==> src/rtl/clk_fwd_gen.sv <==
// Multi-channel forwarded-clock generator emitting DDR (d0/d1) pairs at half-cycle resolution.
// Optional phase-alignment input sync_req is compiled in with `define CLK_FWD_GEN_SYNC_EN.
module clk_fwd_gen #(
  parameter int CHANNELS = 2,
  parameter int DIV_W    = 8,
  localparam int CHAN_W  = (CHANNELS > 1) ? $clog2(CHANNELS) : 1
) (
  input  logic                clk,
  input  logic                rst_n,
  input  logic                cfg_valid,
  output logic                cfg_ready,
  input  logic [CHAN_W-1:0]   cfg_chan,
  input  logic [DIV_W-1:0]    cfg_div,
  input  logic                cfg_en,
`ifdef CLK_FWD_GEN_SYNC_EN
  input  logic                sync_req,
`endif
  output logic [CHANNELS-1:0] ddr_d0,
  output logic [CHANNELS-1:0] ddr_d1,
  output logic [CHANNELS-1:0] chan_active,
  output logic [CHANNELS-1:0] cfg_pending
);

  localparam logic [DIV_W-1:0] DIV_MIN = DIV_W'(2);
  localparam logic [DIV_W:0]   ONE_W   = (DIV_W+1)'(1);
  localparam logic [DIV_W:0]   TWO_W   = (DIV_W+1)'(2);

  logic [DIV_W-1:0] cfg_div_clamped;
  logic             sync_now;

  assign cfg_div_clamped = (cfg_div < DIV_MIN) ? DIV_MIN : cfg_div;

`ifdef CLK_FWD_GEN_SYNC_EN
  assign sync_now = sync_req;
`else
  assign sync_now = 1'b0;
`endif

  // Out-of-range channel numbers read as ready; the transfer then matches no channel.
  always_comb begin
    cfg_ready = 1'b1;
    for (int unsigned i = 0; i < CHANNELS; i++) begin
      if (cfg_chan == CHAN_W'(i)) cfg_ready = ~cfg_pending[i];
    end
  end

  for (genvar g = 0; g < CHANNELS; g++) begin : g_chan
    logic [DIV_W-1:0] div_q;
    logic [DIV_W-1:0] pdiv_q;
    logic             en_q;
    logic             pen_q;
    logic             pend_q;
    logic [DIV_W:0]   p_q;
    logic [DIV_W:0]   n_w;
    logic [DIV_W:0]   half;
    logic [DIV_W:0]   p1;
    logic [DIV_W:0]   p2;
    logic [DIV_W:0]   p_adv;
    logic             boundary;
    logic             wr;
    logic             apply;
    logic             d0_q;
    logic             d1_q;
    logic             act_q;

    // Positions are one bit wider than N so p+2 cannot wrap at N = 2^DIV_W-1.
    always_comb begin
      n_w      = {1'b0, div_q};
      half     = (n_w + ONE_W) >> 1;
      p1       = p_q + ONE_W;
      if (p1 == n_w) p1 = '0;
      p2       = p_q + TWO_W;
      boundary = (p2 == n_w);
      p_adv    = (p2 < n_w) ? p2 : p2 - n_w;
    end

    assign wr    = cfg_valid & cfg_ready & (cfg_chan == CHAN_W'(g));
    assign apply = pend_q & (~en_q | boundary | sync_now);

    always_ff @(posedge clk) begin
      if (!rst_n) begin
        div_q  <= DIV_MIN;
        pdiv_q <= DIV_MIN;
        en_q   <= 1'b0;
        pen_q  <= 1'b0;
        pend_q <= 1'b0;
        p_q    <= '0;
        d0_q   <= 1'b0;
        d1_q   <= 1'b0;
        act_q  <= 1'b0;
      end else begin
        d0_q  <= en_q & (p_q < half);
        d1_q  <= en_q & (p1 < half);
        act_q <= en_q;
        if (apply) begin
          div_q  <= pdiv_q;
          en_q   <= pen_q;
          p_q    <= '0;
          pend_q <= 1'b0;
        end else if (en_q && !sync_now) begin
          p_q <= p_adv;
        end else begin
          p_q <= '0;
        end
        // wr needs cfg_ready, so it never coincides with apply on this channel.
        if (wr) begin
          pdiv_q <= cfg_div_clamped;
          pen_q  <= cfg_en;
          pend_q <= 1'b1;
        end
      end
    end

    assign ddr_d0[g]      = d0_q;
    assign ddr_d1[g]      = d1_q;
    assign chan_active[g] = act_q;
    assign cfg_pending[g] = pend_q;
  end

endmodule
==> config.mk <==
export PLATFORM = sky130hd
export DESIGN_NAME = clk_fwd_gen
export DESIGN_NICKNAME = d
export VERILOG_FILES = /design/src/rtl/clk_fwd_gen.sv
export SDC_FILE = /design/constraint.sdc
export NUM_CORES = 1
export LEC_CHECK = 0
export ABC_AREA = 0
export BUFFER_PORTS_ARGS = -buffer_cell sky130_fd_sc_hd__buf_4
export CORE_MARGIN = 3
export CORE_UTILIZATION = 45
export CTS_BUF_LIST = sky130_fd_sc_hd__clkbuf_4
export DETAILED_ROUTE_END_ITERATION = 10
export GPL_TIMING_DRIVEN = 0
export PLACE_DENSITY = 0.63
export SKIP_LAST_GASP = 1
export SLEW_MARGIN = 30
export SYNTH_ARGS = -nofsm -noshare
export SYNTH_HDL_FRONTEND = slang
export SYNTH_SLANG_ARGS = --single-unit
==> constraint.sdc <==
create_clock -name clk -period 5.7 [get_ports clk]
set_input_delay 1.14 -clock clk [delete_from_list [all_inputs] [get_ports clk]]
set_output_delay 1.14 -clock clk [all_outputs]
set_load 0.05 [all_outputs]
---- Yosys cells after proc, flatten, opt, wreduce, memory -nomap -nowiden ----
Index checks and enable logic that the tools add are counted.
operators by class
  magnitude comparators ................... 7
  mux-type cells .......................... 10
  reduce and logical (&&, ||, !) cells .... 4
  bitwise logic cells ..................... 17
  add/sub/neg operators ................... 8
  eq/ne operators ......................... 4
operators with widths
  cell                                                                          number
  9-bit by 8-bit less-than comparator with 1-bit output                         6
  9-bit by 8-bit == test with 1-bit output                                      4
  9-bit 2-to-1 mux                                                              4
  8-bit by 1-bit adder with 9-bit output, second input constant                 2
  9-bit by 1-bit adder with 9-bit output, second input constant                 2
  9-bit by 2-bit adder with 9-bit output, second input constant                 2
  9-bit by 8-bit subtractor with 9-bit output                                   2
  1-bit bitwise AND                                                             9
  8-bit by 2-bit less-than comparator with 1-bit output, second input constant  1
  8-bit 2-to-1 mux                                                              1
  1-bit inverter                                                                6
  3-bit OR reduction                                                            2
  1-bit 2-to-1 mux                                                              5
  2-bit nonzero test                                                            2
  1-bit OR                                                                      2
word-level totals
  register bits after elaboration ......... 62
  logic and storage cells ................. 68

---- Logic depth before layout (Yosys ltp) ----
Gate-level depths: netlist (run 1).
  depth after elaboration ................. 6
  depth in mapped cells ................... 15
  gate-level depth less buffers ........... 13

---- Worst setup path after synthesis (run 1) ----
No wires, ideal clock.
  path type ............................... input to output
  from .................................... input cfg_chan
  to ...................................... output cfg_ready
  cell stages on the path ................. 1
  path buffers ............................ 0
  arrival ................................. 1986 ps
  path slack .............................. 2574 ps
  data required time ...................... 4560 ps
  cells stage by stage .................... mux2i_1
on the way
  word-level cells in the longest chain between the ends .. 1
RTL lines
  element             line  RTL
  start: declaration  12    input logic [CHAN_W-1:0] cfg_chan,
  1-bit 2-to-1 mux    43    if (cfg_chan == CHAN_W'(i)) cfg_ready = ~cfg_pending[i];
  end: declaration    11    output logic cfg_ready,
No other way between the ends.

---- Final worst setup path (run 1) ----
  from .................................... register g_chan[1].p_q[2]
  to ...................................... register g_chan[1].d1_q
on the way
  word-level cells in the longest chain between the ends .. 5
RTL lines
  element                                                  line  RTL
  start: declaration                                       53    logic [DIV_W:0] p_q;
  start signal: assignment                                 101   p_q <= p_adv;
  9-bit by 1-bit adder with 9-bit output *                 70    p1 = p_q + ONE_W;
  9-bit by 8-bit == test with 1-bit output                 71    if (p1 == n_w) p1 = '0;
  9-bit 2-to-1 mux *                                       71
  9-bit by 8-bit less-than comparator with 1-bit output *  93    d1_q <= en_q & (p1 < half);
  1-bit bitwise AND *                                      93
  end signal: assignment                                   93
  end: declaration                                         63    logic d1_q;
Every way passes the cells marked *; elsewhere a longest branch is shown, timed or not.
A chain may end at the register's enable or synchronous reset.

==> results_dict.tcl, run 1 <==
set metrics [dict create \
    status "complete, no violations" \
    fin_crit_ns 3.72 \
    clock_tree_from_tritoncts "done" \
    clock_skew_ns 0.0230 \
    grt_max_degree 12 \
    worst_slew_margin_rel 0.541 \
    avg_cell_area_syn_um2 8.05 \
    worst_setup_hold_path_clk_slew_ns 0.11 \
    first_global_vias 3973 \
    post_drt_wl_per_cell_um 14.8 \
    insertion_delay_ns 0.41 \
    ys_seq_elements 62 \
    synthCells 594 \
    required_ns 6.03 \
    grt.total_usage 0.202 \
    cts_max_path_buffers 2 \
    sw_frac_of_total 0.250 \
    count_of_standard_cell_rows 37 \
    power-per-cell-area_mw_per_mm2 167 \
    cts_post_setup_buffers_inserted 0 \
    setup_viol 0 \
    num_vias 4176 \
    placement.io_buffers 20 \
    use_met3 0.0314 \
    hold_violations 0 \
    cts_made_buffers 9 \
    critPathCaptureType "flip-flop" \
    cts_htree_levels 3 \
    vdd_ir_drop_max_uv 105 \
    routabilityCongestion 0.906 \
    design_internal_power_w 0.000660 \
    synthArstFlopShare 0 \
    crit_type "flip-flop to flip-flop" \
    highest_utilization_routing_layer_at_the_global_route_stage "met2" \
    synthesized_cell_area_mm2 0.00478 \
    setup_repair_after_global_routing_missed_its_margin "no" \
    timing.hold.worst.class "flip-flop to flip-flop" \
    tightest_slew_ns 0.686 \
    total_die_area_mm2 0.0119 \
    finish.utilization 0.510 \
    worst_r2r_endpoint "g_chan[1].d1_q" \
    detail-route-antenna-nets 0 \
    initial_utilization 0.463 \
    hold_path_depth 2 \
    grt-ovfl-total 0 \
    die_height_um 109 \
    worstSetupStartpointType "flip-flop" \
    drt_iter0_drc 210 \
    post_drt_via_cell_ratio 5.45 \
    diodes 0 \
    synth.largest_area_cell "sky130_fd_sc_hd__dfxtp_1" \
    top_level_ports 22 \
    power.share.sequential 0.509 \
    fin_setup_tns_ns 0 \
    synth_nets 659 \
    timing.final.crit_share 0.653 \
    area_delta_synth_final_pct 10.0 \
    yosys.area.top_type_share 0.260 \
    comb_power_share 0.100 \
    achievable-frequency_mhz 269 \
    drv.max_cap_violation_count 0 \
    post_synth_main_area_contributors "sky130_fd_sc_hd__dfxtp_1 (26%), sky130_fd_sc_hd__ha_1 (13%), sky130_fd_sc_hd__xnor2_1 (7.0%)" \
    grt.met2_usage 0.324 \
    worstPathMaxFanout 8 \
    ys.warnings.count 0 \
    grt_pass1_wl_um 18900 \
    worstHoldStart "g_chan[1].pdiv_q[6]" \
    design.final.nets 690 \
    post_cts.resized_instances 0 \
    detailedPlacementHpwl_um 9040 \
    worst_r2r_path_depth 15 \
    worst-endpoint-arrival_ns 4.06 \
    layout-drive-gt1-share 0.103 \
    p_clk_frac 0.391 \
    route.final.wire_length_um 11300 \
    detail_route.first_pass.iterations 4 \
    numClockSinks 62 \
    synth_commonest_cells "sky130_fd_sc_hd__nand2_1 (71), sky130_fd_sc_hd__dfxtp_1 (62), sky130_fd_sc_hd__ha_1 (50), sky130_fd_sc_hd__nor2_1 (42), sky130_fd_sc_hd__xnor2_1 (38)" \
    synth_enable_flop_cells 0 \
    yosys.cell_types.count 61 \
    antenna_violations_before_repair 0 \
    power_switching_w 0.000220 \
    postCtsHoldBufs 0 \
    worst_reg_to_reg_setup_slack_ns 1.98 \
    cellLeakagePower_nw 2.11 \
    worst_hold_path.endpoint "g_chan[1].div_q[6]" \
    design.core.area_mm2 0.0103 \
    synth_seq_area_share 0.260 \
    global_route.usage.met1 0.274 \
    drv_slew 0 \
    chipWidth_um 109 \
    reg2reg_from "g_chan[1].p_q[2]" \
    detail_route.drc_violations 0 \
    synth_most_common_cell "sky130_fd_sc_hd__nand2_1" \
    synth_ff_type "sky130_fd_sc_hd__dfxtp_1" \
    buffer_cell_driving_the_clock_tree_root "sky130_fd_sc_hd__clkbuf_4" \
]
## power groups by stage
stage	sequential [W]	combinational, W	clock (W)
2_1_floorplan	0.000455	0.0000625	0
3_3_place_gp	0.000458	0.0000858	0
3_5_place_dp	0.000458	0.0000872	0
4_1_cts	0.000448	0.0000876	0.000354
5_1_grt	0.000449	0.0000972	0.000371
6_report	0.000448	0.0000876	0.000344
## per-stage QoR
step	cells	cell area (um^2)	total power [W]	setup WS, ns	hold slack, ns
after floorplan	594	4780	0.000518	2.57	0.436
after global placement	750	5100	0.000543	1.99	0.451
after detailed placement	750	5100	0.000545	2.05	0.458
after CTS	766	5260	0.000890	1.98	0.467
after global routing	766	5260	0.000917	1.74	0.489
final	766	5260	0.000880	1.98	0.462
## worst max-delay path by stage
stage	end	depth (start not counted)	slack (ns)	start
3_3_place_gp	g_chan[1].d1_q	15	1.99	g_chan[1].p_q[2]
6_report	g_chan[1].d1_q	15	1.98	g_chan[1].p_q[2]
4_1_cts	g_chan[1].d1_q	15	1.98	g_chan[1].p_q[2]
5_1_grt	g_chan[1].d1_q	15	1.74	g_chan[1].p_q[2]
3_5_place_dp	g_chan[1].d1_q	15	2.05	g_chan[1].p_q[2]
2_1_floorplan	cfg_ready	1	2.57	cfg_chan
## critical path, cell delays in order (launching register included)
cell                        delay, ns
sky130_fd_sc_hd__dfxtp_1         0.51
sky130_fd_sc_hd__ha_1            0.20
sky130_fd_sc_hd__clkbuf_1        0.26
sky130_fd_sc_hd__nand4_1         0.22
sky130_fd_sc_hd__xor2_1          0.26
sky130_fd_sc_hd__o221ai_1        0.16
sky130_fd_sc_hd__a2111oi_0       0.31
sky130_fd_sc_hd__and4_1          0.26
sky130_fd_sc_hd__buf_6           0.13
sky130_fd_sc_hd__nor2_1          0.05
sky130_fd_sc_hd__ha_1            0.29
sky130_fd_sc_hd__nand3_1         0.13
sky130_fd_sc_hd__nor3_1          0.07
sky130_fd_sc_hd__a2111oi_0       0.38
sky130_fd_sc_hd__o2111a_1        0.24
sky130_fd_sc_hd__o41a_1          0.16
## per-layer routing
layer	part of all wire	routed length, um
met1	0.51	5790
met2	0.44	4970
met3	0.029	329
met4	0.019	210
met5	0	0
## state kept, by name (all words and copies together), names as in the netlist
register / count
g_chan.p_q: 18
g_chan.div_q: 16
g_chan.pdiv_q: 16
g_chan.act_q: 2
g_chan.d0_q: 2
g_chan.d1_q: 2
g_chan.en_q: 2
g_chan.pen_q: 2
g_chan.pend_q: 2
## cell usage in the layout, fill, tap and decap left out, drive strengths merged, types with 3 or more instances in the layout
cell    instances
a21boi         19
nor2           42
o21ai          28
mux2i          13
dfxtp          62
xor2           17
nor3           13
a311o           3
nand2          73
nand3          38
a31oi           4
or2             6
xnor2          38
o211ai          3
clkbuf         26
nor2b           9
a21oi          21
inv            28
and3            4
nand4          14
buf            36
a21o           12
and2            8
ha             50
o21a            9
a211oi          8
or3             6
## cell families after synthesis
group,after synthesis,synth area share
simple gates,223,0.224
compound gates,128,0.188
flops,62,0.260
buf+inv,59,0.0565
xor+xnor,55,0.101
fa+ha+maj,52,0.139
mux,15,0.0319
## cell type report
cell class | count | area [um^2]
clock buffers | 10 | 75.1
plain buffers | 32 | 169
clock inverters | 6 | 83.8
multi-input cells | 473 | 3270
fillers | 1020 | 5060
inverters | 27 | 101
well taps | 136 | 170
repair buffers | 20 | 150
flip-flops and latches | 62 | 1240
No activity file was read; power rests on OpenSTA's default activity.
==> run 2: changes to the inputs <==
- PLACE_DENSITY: 0.63 -> 0.66
- clock period: 5.7 -> 3.3 ns (I/O delays scaled with it)
==> run 2 against run 1 <==
Net effect:
- global-route usage grew 0.38 points
- design area rose by 1.1%
- register-to-register slack got worse by 1.9 ns
- core utilization is 0.56 points higher
- hold slack got worse by 0.0064 ns
- sequential share of layout area about the same
- clock power grew 61%
- critical path depth down 2
- maximum frequency grew 17%
- setup slack got worse by 1.9 ns
- final cell count grew 0.26%
- critical path type unchanged
- largest cell class unchanged
==> results_dict.tcl, run 2 (synthesis results as in run 1) <==
set metrics [dict create \
    status "complete, no violations" \
    fin_crit_ns 3.17 \
    post_drt_via_cell_ratio 5.41 \
    power.share.sequential 0.523 \
    count_of_standard_cell_rows 37 \
    placement.io_buffers 20 \
    layout-drive-gt1-share 0.127 \
    worst_setup_hold_path_clk_slew_ns 0.12 \
    final_cell_mix "sky130_fd_sc_hd__nand2_1 (71), sky130_fd_sc_hd__dfxtp_1 (56), sky130_fd_sc_hd__ha_1 (48), sky130_fd_sc_hd__nor2_1 (42), sky130_fd_sc_hd__xnor2_1 (38)" \
    reg.largest.list "g_chan.p_q: 18 flops, g_chan.div_q: 16 flops, g_chan.pdiv_q: 16 flops" \
    p_clk_frac 0.376 \
    area_delta_synth_final_pct 11.2 \
    comb_power_share 0.101 \
    grt-ovfl-total 0 \
    grt.total_usage 0.205 \
    cts_htree_levels 3 \
    route.final.wire_length_um 11300 \
    worst_slew_margin_rel 0.559 \
    grt_pass1_wl_um 19300 \
    num_vias 4152 \
    hold_violations 0 \
    diodes 0 \
    crit_type "flip-flop to flip-flop" \
    first_global_vias 4137 \
    worst-endpoint-arrival_ns 3.53 \
    setup_viol 0 \
    routabilityCongestion 0.945 \
    detail_route.first_pass.iterations 4 \
    drv_slew 0 \
    chipWidth_um 109 \
    design_internal_power_w 0.00107 \
    required_ns 3.66 \
    power-per-cell-area_mw_per_mm2 277 \
    tightest_slew_ns 0.660 \
    total_die_area_mm2 0.0119 \
    worstSetupStartpointType "flip-flop" \
    detail_route.drc_violations 0 \
    vdd_ir_drop_max_uv 193 \
    achievable-frequency_mhz 315 \
    numClockSinks 62 \
    sw_frac_of_total 0.275 \
    setup_repair_after_global_routing_missed_its_margin "yes" \
    initial_utilization 0.463 \
    post_drt_wl_per_cell_um 14.7 \
    largest_reg_flops 18 \
    clock_tree_from_tritoncts "done" \
    design.core.area_mm2 0.0103 \
    detailedPlacementHpwl_um 9030 \
    placement.cell_area_mm2 0.00510 \
    worstPathMaxFanout 8 \
    cts_max_path_buffers 2 \
    layout.cells.most_common "sky130_fd_sc_hd__nand2_1" \
    worst_reg_to_reg_setup_slack_ns 0.13 \
    critPathCaptureType "flip-flop" \
    top_level_ports 22 \
    design.final.nets 692 \
    largest_register "g_chan.p_q" \
    detail-route-antenna-nets 0 \
    cts_made_buffers 9 \
    drt_iter0_drc 159 \
    insertion_delay_ns 0.43 \
    power_switching_w 0.000406 \
    drv.max_cap_violation_count 0 \
    antenna_violations_before_repair 0 \
    cellLeakagePower_nw 2.12 \
    final_cell_area_mm2 0.00532 \
    die_height_um 109 \
    grt_max_degree 13 \
    timing.final.crit_share 0.962 \
    hold_slack_ns 0.455 \
    timing.hold.worst.class "flip-flop to flip-flop" \
    clock_skew_ns 0.0173 \
    buffer_cell_driving_the_clock_tree_root "sky130_fd_sc_hd__clkbuf_4" \
]
-- run 2: cell count changes in the layout (fill, tap and decap cells not counted), moves of 2 or more --
cell / previous run / this run
sky130_fd_sc_hd__clkinv_1: 2 / 0
sky130_fd_sc_hd__clkinv_4: 0 / 2
sky130_fd_sc_hd__buf_4: 29 / 32
sky130_fd_sc_hd__ha_1: 50 / 48
sky130_fd_sc_hd__a2111oi_0: 2 / 0
sky130_fd_sc_hd__dfxtp_2: 0 / 3
sky130_fd_sc_hd__dfxtp_1: 62 / 56
sky130_fd_sc_hd__dfxtp_4: 0 / 3
-- run 2: cell type report --
cell class | instances | area (um^2)
Buffer | 31 | 165
Clock inverter | 6 | 71.3
Clock buffer | 10 | 75.1
Timing Repair Buffer | 23 | 173
Sequential cell | 62 | 1260
Fill cell | 998 | 5000
Tap cell | 136 | 170
Inverter | 27 | 101
Multi-Input combinational cell | 473 | 3310
-- run 2: repair_timing --
item,CTS,global route
pin swaps,0,3
endpoints found under the setup margin,2,2
gates resized for setup,6,11
setup buffers,0,3
hold buffers,0,0
-- run 2: final timing paths --
check | from | endpoint | cells past startpoint
max reg2reg | g_chan[1].p_q[2] | g_chan[1].d1_q | 13
min | g_chan[1].pdiv_q[3] | g_chan[1].div_q[3] | 2
max | g_chan[1].p_q[2] | g_chan[1].d1_q | 13
min reg2reg | g_chan[1].pdiv_q[3] | g_chan[1].div_q[3] | 2
-- run 2: worst max-delay path, stage by stage, from the launching register on --
cell and delay (ns):
sky130_fd_sc_hd__dfxtp_4 0.42, sky130_fd_sc_hd__ha_4 0.18, sky130_fd_sc_hd__nand4_1 0.19, sky130_fd_sc_hd__xor2_1 0.27, sky130_fd_sc_hd__o221ai_1 0.17, sky130_fd_sc_hd__a2111oi_2 0.22
sky130_fd_sc_hd__and4_1 0.25, sky130_fd_sc_hd__buf_6 0.13, sky130_fd_sc_hd__nor2_1 0.05, sky130_fd_sc_hd__ha_1 0.29, sky130_fd_sc_hd__a21o_1 0.16, sky130_fd_sc_hd__a2111oi_1 0.40
sky130_fd_sc_hd__o2111a_1 0.24, sky130_fd_sc_hd__o41a_1 0.15
-- run 2: stage by stage --
stage	setup WS [ns]	total power, W	instances	setup TNS [ns]	utilization
3_5_place_dp	-0.316	0.000940	750	-0.378	0.494
5_1_grt	-0.0941	0.00154	768	-0.121	0.515
3_3_place_gp	-0.395	0.000936	750	-0.395	0.494
4_1_cts	0.00519	0.00149	765	0	0.510
6_report	0.125	0.00148	768	0	0.515
2_1_floorplan	0.179	0.000895	594	0	-
-- run 2: layer usage --
metal | GRT usage | vias to the layer above | part of all wire
met2 | 0.332 | 72 | 0.46
met4 | 0.0748 | 0 | 0.016
met1 | 0.274 | 1900 | 0.48
met5 | 0 | - | 0
met3 | 0.0355 | 14 | 0.040
li1 | - | 2166 | -
-- run 2: power by group through the flow --
| stage | clock (W) | combinational [W] | sequential, W |
|---|---|---|---|
| finish | 0.000555 | 0.000150 | 0.000771 |
| global route | 0.000599 | 0.000167 | 0.000773 |
| CTS | 0.000568 | 0.000150 | 0.000773 |
| detailed placement | 0 | 0.000149 | 0.000790 |
| global placement | 0 | 0.000146 | 0.000790 |
| floorplan | 0 | 0.000108 | 0.000787 |
==> run 3: changes to the inputs <==
- BUFFER_PORTS_ARGS: -buffer_cell sky130_fd_sc_hd__buf_4 -> unset
- DONT_BUFFER_PORTS: unset -> 1
- PLACE_DENSITY: 0.66 -> unset
- PLACE_DENSITY_LB_ADDON: unset -> 0.3
==> run 3 against run 2 <==
Net effect:
- sequential share of layout area up 0.66 points
- largest power group unchanged
- critical endpoint unchanged
- total power down 0.93%
- wire length is 0.32% higher
==> results_dict.tcl, run 3 (synthesis results as in run 1) <==
set metrics [dict create \
    setup_repair_after_global_routing_missed_its_margin "yes" \
    buffer_cell_driving_the_clock_tree_root "sky130_fd_sc_hd__clkbuf_4" \
    reg.largest.list "g_chan.p_q: 18 flops, g_chan.div_q: 16 flops, g_chan.pdiv_q: 16 flops" \
    post-place-cells 730 \
    timing.hold.worst.class "input port to flip-flop" \
    count_of_standard_cell_rows 37 \
    first_global_vias 4052 \
    design_internal_power_w 0.00106 \
    power_switching_w 0.000402 \
    detailedPlacementHpwl_um 8960 \
    worstPathMaxFanout 8 \
    power-per-cell-area_mw_per_mm2 282 \
    p_clk_frac 0.380 \
    initial_utilization 0.463 \
    timing.final.crit_share 0.955 \
    die_height_um 109 \
    setup_viol 0 \
    detail-route-antenna-nets 0 \
    layout-drive-gt1-share 0.0997 \
    numClockSinks 62 \
    largest_reg_flops 18 \
    grt_max_degree 13 \
    design.core.area_mm2 0.0103 \
    placement.cell_area_mm2 0.00496 \
    drv.max_cap_violation_count 0 \
    sw_frac_of_total 0.275 \
    required_ns 3.66 \
    cts_made_buffers 9 \
    total_die_area_mm2 0.0119 \
    comb_power_share 0.092 \
    route.final.wire_length_um 11300 \
    crit_type "flip-flop to flip-flop" \
    post_drt_wl_per_cell_um 15.1 \
    detail_route.first_pass.iterations 5 \
    antenna_violations_before_repair 0 \
    worst-endpoint-arrival_ns 3.51 \
    drt_iter0_drc 201 \
    insertion_delay_ns 0.42 \
    design.final.nets 672 \
    cts_htree_levels 3 \
    hold_violations 0 \
    grt.total_usage 0.201 \
    fin_crit_ns 3.15 \
    post_drt_via_cell_ratio 5.57 \
    cellLeakagePower_nw 2.02 \
    clock_tree_from_tritoncts "done" \
    grt_pass1_wl_um 19000 \
    fin_setup_tns_ns 0 \
    detail_route.drc_violations 0 \
    worst_slew_margin_rel 0.505 \
    status "complete, no violations" \
    layout.cells.most_common "sky130_fd_sc_hd__nand2_1" \
    power.share.sequential 0.528 \
    placement.io_buffers 0 \
    worstSetupStartpointType "flip-flop" \
    critPathCaptureType "flip-flop" \
    fin_cells 748 \
    chipWidth_um 109 \
    area_delta_synth_final_pct 8.22 \
    diodes 0 \
    num_vias 4170 \
    worst_setup_hold_path_clk_slew_ns 0.12 \
    grt-ovfl-total 0 \
    top_level_ports 22 \
    tightest_slew_ns 0.728 \
    final_cell_mix "sky130_fd_sc_hd__nand2_1 (71), sky130_fd_sc_hd__dfxtp_1 (56), sky130_fd_sc_hd__ha_1 (48), sky130_fd_sc_hd__nor2_1 (42), sky130_fd_sc_hd__xnor2_1 (38)" \
    achievable-frequency_mhz 317 \
    routabilityCongestion 0.920 \
    clock_skew_ns 0.0180 \
    vdd_ir_drop_max_uv 212 \
    postCtsHoldBufs 0 \
    cts_max_path_buffers 2 \
    fin_total_pwr_w 0.00146 \
    final_cell_area_mm2 0.00517 \
    drv_slew 0 \
    largest_register "g_chan.p_q" \
]
==> run 3: final cells by class <==
cell class              count  area [um^2]
plain buffers              31          169
repair buffers              3         22.5
well taps                 136          170
inverters                  27          101
clock inverters             6         71.3
clock buffers              10         75.1
flip-flops and latches     62         1260
multi-input cells         473         3310
fillers                  1027         5150
==> run 3: worst paths after layout <==
path / start / slack (ns) / cells after the start / endpoint
worst min register to register: g_chan[1].pdiv_q[6] / 0.46 / 2 / g_chan[1].div_q[6]
worst max register to register: g_chan[1].p_q[2] / 0.15 / 14 / g_chan[1].d1_q
worst max-delay path: g_chan[1].p_q[2] / 0.15 / 14 / g_chan[1].d1_q
worst min-delay path: cfg_div[5] / 0.37 / 2 / g_chan[0].pdiv_q[5]
==> run 3: through the flow <==
stage / worst slack [ns] / utilization / hold WS, ns
floorplan: 0.179 / - / 0.436
global placement: -0.383 / 0.480 / 0.453
detailed placement: -0.452 / 0.480 / 0.456
CTS: 0.00795 / 0.498 / 0.339
global route: -0.0649 / 0.501 / 0.340
finish: 0.147 / 0.501 / 0.370
==> run 3: per-layer routing <==
metal | vias to the layer above | track usage | part of all wire
li1 | 2132 | - | -
met1 | 1931 | 0.268 | 0.48
met2 | 94 | 0.323 | 0.46
met3 | 13 | 0.0373 | 0.039
met4 | 0 | 0.0712 | 0.015
met5 | - | 0 | 0
==> run 3: worst max-delay path, stage by stage, from the launching register on <==
cell	delay [ns]
sky130_fd_sc_hd__dfxtp_4	0.43
sky130_fd_sc_hd__ha_4	0.19
sky130_fd_sc_hd__nand4_1	0.15
sky130_fd_sc_hd__xor2_1	0.24
sky130_fd_sc_hd__o221ai_1	0.17
sky130_fd_sc_hd__a2111oi_2	0.23
sky130_fd_sc_hd__and4_1	0.24
sky130_fd_sc_hd__buf_6	0.13
sky130_fd_sc_hd__nor2_1	0.05
sky130_fd_sc_hd__ha_1	0.30
sky130_fd_sc_hd__nand3_1	0.15
sky130_fd_sc_hd__nor3_1	0.08
sky130_fd_sc_hd__a2111oi_2	0.34
sky130_fd_sc_hd__o2111a_1	0.23
sky130_fd_sc_hd__o41a_1	0.16
==> run 3: timing repair <==
item | CTS | global route
endpoints found under the setup margin | 2 | 2
buffers inserted | 2 | 1
pin swaps | 1 | 3
gates resized for setup | 9 | 9
==> run 3: power groups by stage <==
stage	clock, W	combinational (W)	sequential (W)
finish	0.000555	0.000134	0.000772
global route	0.000606	0.000149	0.000775
CTS	0.000574	0.000134	0.000773
detailed placement	0	0.000133	0.000791
global placement	0	0.000130	0.000791
floorplan	0	0.000108	0.000787
